`src/rtl/serial_adder_ctrl.sv`:
```
// Bit-serial adder controller: loads A/B/Cin on start, then pushes one bit
// per clock (LSB first) through a full-adder cell with a registered carry.
// S/Cout are published only on entry to DONE and otherwise hold.
module serial_adder_ctrl #(
    parameter int WIDTH = 8
) (
    input  logic             clk,
    input  logic             rst_n,
    input  logic             start,
    input  logic [WIDTH-1:0] A,
    input  logic [WIDTH-1:0] B,
    input  logic             Cin,
    output logic             busy,
    output logic             done,
    output logic [WIDTH-1:0] S,
    output logic             Cout
);

    localparam int CW = $clog2(WIDTH + 1);

    typedef enum logic [1:0] {IDLE, SHIFT, DONE} state_t;

    state_t           state, state_nx;
    logic [WIDTH-1:0] a_sh, b_sh, s_sh, s_nx;
    logic             c, sum_bit, carry, last;
    logic [CW-1:0]    count;

    // Full-adder cell on the current LSBs; next sum register has the new bit at the MSB
    always_comb begin
        sum_bit        = a_sh[0] ^ b_sh[0] ^ c;
        carry          = (a_sh[0] & b_sh[0]) | (a_sh[0] & c) | (b_sh[0] & c);
        s_nx           = s_sh >> 1;
        s_nx[WIDTH-1]  = sum_bit;
        last           = (count == CW'(WIDTH - 1));
    end

    // State register
    always_ff @(posedge clk) begin
        if (!rst_n) state <= IDLE;
        else        state <= state_nx;
    end

    // Next-state logic: start only matters in IDLE, DONE always lasts one cycle
    always_comb begin
        state_nx = state;
        case (state)
            IDLE:    if (start) state_nx = SHIFT;
            SHIFT:   if (last)  state_nx = DONE;
            DONE:    state_nx = IDLE;
            default: state_nx = IDLE;
        endcase
    end

    // Datapath: operand capture, bit stepping, and result publish on the final bit
    always_ff @(posedge clk) begin
        if (!rst_n) begin
            a_sh  <= '0;
            b_sh  <= '0;
            s_sh  <= '0;
            c     <= 1'b0;
            count <= '0;
            S     <= '0;
            Cout  <= 1'b0;
        end else begin
            case (state)
                IDLE: begin
                    if (start) begin
                        a_sh  <= A;
                        b_sh  <= B;
                        c     <= Cin;
                        count <= '0;
                    end
                end
                SHIFT: begin
                    s_sh  <= s_nx;
                    c     <= carry;
                    a_sh  <= a_sh >> 1;
                    b_sh  <= b_sh >> 1;
                    count <= count + CW'(1);
                    if (last) begin
                        S    <= s_nx;
                        Cout <= carry;
                    end
                end
                default: ;
            endcase
        end
    end

    assign busy = (state == SHIFT);
    assign done = (state == DONE);

endmodule
```
`config.mk`:
```
export PLATFORM = sky130hd
export DESIGN_NAME = serial_adder_ctrl
export DESIGN_NICKNAME = d
export VERILOG_FILES = /design/src/rtl/serial_adder_ctrl.sv
export SDC_FILE = /design/constraint.sdc
export NUM_CORES = 1
export LEC_CHECK = 0
export CORE_MARGIN = 1.5
export CORE_UTILIZATION = 46
export CTS_CLUSTER_DIAMETER = 30
export DETAILED_ROUTE_END_ITERATION = 7
export PLACE_DENSITY = 0.73
export SLEW_MARGIN = 40
export SYNTH_ARGS = -nofsm -noshare
export SYNTH_HDL_FRONTEND = slang
export SYNTH_SLANG_ARGS = --single-unit
```
`constraint.sdc`:
```
create_clock -name clk -period 1.3 [get_ports clk]
set_input_delay 0.325 -clock clk [delete_from_list [all_inputs] [get_ports clk]]
set_output_delay 0.325 -clock clk [all_outputs]
set_load 0.05 [all_outputs]
```
==> impl_metrics.py <==
metrics = {
    "synth": {
        "postSynthAreaPerCell_sq_um": 8.80,
        "synth_top_area_share": 0.455,
        "synthTopCellsByArea": "dfxtp_1 (46%), o221ai_1 (7.7%), nand2_1 (7.4%)",
        "synth_edf_count": 0,
        "synth_top_cells_by_count": "dfxtp_1 (39), nand2_1 (34), a21oi_1 (23)",
        "ys_seq_area_frac": 0.455,
        "synthesis.instances": 195,
        "ys.flop_type": "dfxtp_1",
        "synth_area_leader_cell": "dfxtp_1",
        "ys_async_sr_fraction": 0,
        "ys_ff_latch": 39,
        "ys_warn_count": 0,
        "syn_nets": 217,
        "syn_area_sq_um": 1720,
        "ys_types": 30,
        "synth_most_common_cell": "dfxtp_1",
    },
    "detailed_routing": {
        "wl_met3_um": 161,
        "wl_met2_mm": 2.02,
        "first_pass_iters": 4,
        "detail_route.vias_per_cell": 5.51,
        "drt_wl_total_mm": 3.92,
        "wl_met1_mm": 1.70,
        "routed.top_layer": "met4",
        "routed-via-count": 1580,
        "drc": 0,
        "drtAntennaViolNets": 0,
        "wl_per_cell_um": 13.7,
        "first_iter_violations": 109,
    },
    "critical_path": {
        "path_max_fanout": 3,
        "rrSetupSlack_ns": 0.06,
        "worstPathArrival_ns": 1.05,
        "rr_endpoint": "count[3]",
        "end_kind": "primary output",
        "cp.required_ns": 0.98,
        "cp-start-kind": "flop",
        "path_class": "reg2out",
        "r2r_cells": 4,
        "r2r-start": "state[1]",
    },
    "pwr": {
        "power_uw": 2710,
        "leakage_uw": 0.000939,
        "ir_drop_mv": 0.792,
        "cellPowerDensity_nw_per_um2": 1070,
    },
    "final_layout": {
        "fin_nets": 260,
        "drive_gt1_frac": 0.268,
        "diodes": 0,
        "syn_to_final_growth_pct": 47.5,
        "final_core_utilization": 0.696,
    },
    "global_route": {
        "grt_overflow": 0,
        "track_usage": 0.210,
        "grt_pass1_wl_mm": 6.75,
        "antenna_found_initial": 0,
        "grt_pass1_vias": 1505,
        "grt_max_degree": 18,
    },
    "timing": {
        "fin_skew_ns": 0.00535,
        "period_needed_ns": 1.38,
        "fmax_mhz": 725,
        "slew-limit-headroom": 0.851,
        "setup_tns_ns": -0.151,
        "fin_crit_sh": 1.06,
        "worst_pin_slew_ns": 0.223,
        "finalHoldViolCount": 0,
        "rsz0062_at_grt": "yes",
        "worst_slack_ns": -0.0788,
        "slew_viol_final": 0,
        "setup_viol": 2,
    },
    "placed_design": {
        "pre_cts_ws_ns": -0.447,
        "routabilityCongestion": 0.771,
        "port_buffers": 30,
        "dp_hpwl_mm": 2.54,
    },
    "cts": {
        "clk_pin_slew_ns": 0.08,
        "clockBufferDepth": 2,
        "cts_hold_buf": 0,
        "cts.sinks": 39,
        "htreeDepth": 2,
        "clock_latency_ns": 0.30,
        "cts_tree": "done",
        "numCtsBuffers": 5,
        "cts-root-buf": "clkbuf_8",
    },
    "floorplanning": {
        "die_h_um": 64.1,
        "core_sq_um": 3630,
        "fp.dieArea_sq_um": 4100,
        "io-pin-count": 31,
        "fp.dieW_um": 64.1,
        "initial_core_util": 0.472,
        "num_rows": 22,
    },
    "outcome": {
        "violations": "setup timing",
        "status": "finished with violations",
    },
    "hold_path": {
        "hp-start": "s_sh[1]",
        "holdPathEnd": "s_sh[1]",
        "hold_path.class": "reg2reg",
        "whs_path_depth": 2,
    },
    "job": {
        "drv_cap": 0,
    },
}
## cells by family after synthesis
| group | Yosys count | synth area share |
|---|---|---|
| AND/OR/NAND/NOR | 60 | 0.184 |
| buffers and inverters | 23 | 0.0591 |
| flip-flops | 39 | 0.455 |
| AO/OA/AOI/OAI | 61 | 0.225 |
| adder cells (fa/ha/maj) | 2 | 0.0190 |
| multiplexers | 10 | 0.0584 |
## worst max-delay path by stage
stage / from / end / slack (ns) / cells after the start
after global routing: state[1] / busy / -0.12 / 4
final: state[1] / busy / -0.08 / 4
after detailed placement: start / a_sh[0] / -0.45 / 5
after floorplan: state[1] / done / 0.005 / 3
after CTS: state[1] / busy / -0.08 / 4
after global placement: start / a_sh[5] / -0.42 / 5
## metrics by stage
stage          std cells  hold slack, ns  cell area (sq um)
2_1_floorplan        195           0.437               1730
3_3_place_gp         276           0.445               2280
3_5_place_dp         276           0.447               2280
4_1_cts              287           0.458               2490
5_1_grt              287           0.491               2530
6_report             287           0.457               2530
## area by class of cell
type	count	area, sq um
Multi-Input combinational cell	133	898
Clock inverter	2	35.0
Tap cell	48	60.1
Inverter	8	30.0
Clock buffer	6	82.6
Timing Repair Buffer	51	641
Fill cell	299	1100
Sequential cell	39	783
## power breakdown
group / internal (uW) / switching (uW)
registers: 1250 / 47.7
logic: 209 / 163
clock network: 621 / 417
total: 2080 / 629
## state kept, by name, summed over array words and instances, names as in the netlist
signal and cells:
Cout 1, S 8, a_sh 8, b_sh 8
c 1, count 4, s_sh 7, state 2
## cell usage in the layout, fill, tap and decap left out, types with 2 or more instances in the layout
master	n
inv_2	2
inv_1	6
mux2i_1	10
nand3_1	2
or3b_4	11
nor2_1	3
clkbuf_8	6
a32o_1	2
o221ai_1	15
dfxtp_2	2
o21ai_1	5
clkdlybuf4s50_1	18
buf_4	14
buf_12	14
a21oi_1	23
o22ai_1	6
nand2_1	34
o21ai_2	6
and4b_1	2
buf_6	3
dfxtp_1	37
## what timing repair did
item | CTS | global route
setup buffers | 2 | 0
gates cloned | 1 | 0
pin swaps | 4 | 2
setup endpoints to repair | 18 | 11
gates resized for setup | 22 | 18
## critical path: stages, from the launching register on
cell and delay [ns]:
dfxtp_2 0.34, nand2b_4 0.13, inv_2 0.04, buf_6 0.11
buf_12 0.14
## layer usage
metal / GRT usage / vias up
met1: 0.268 / 756
met5: 0 / -
li1: - / 795
met4: 0.0598 / 0
met2: 0.345 / 24
met3: 0.0599 / 5
Power figures use the tool's default switching activity.
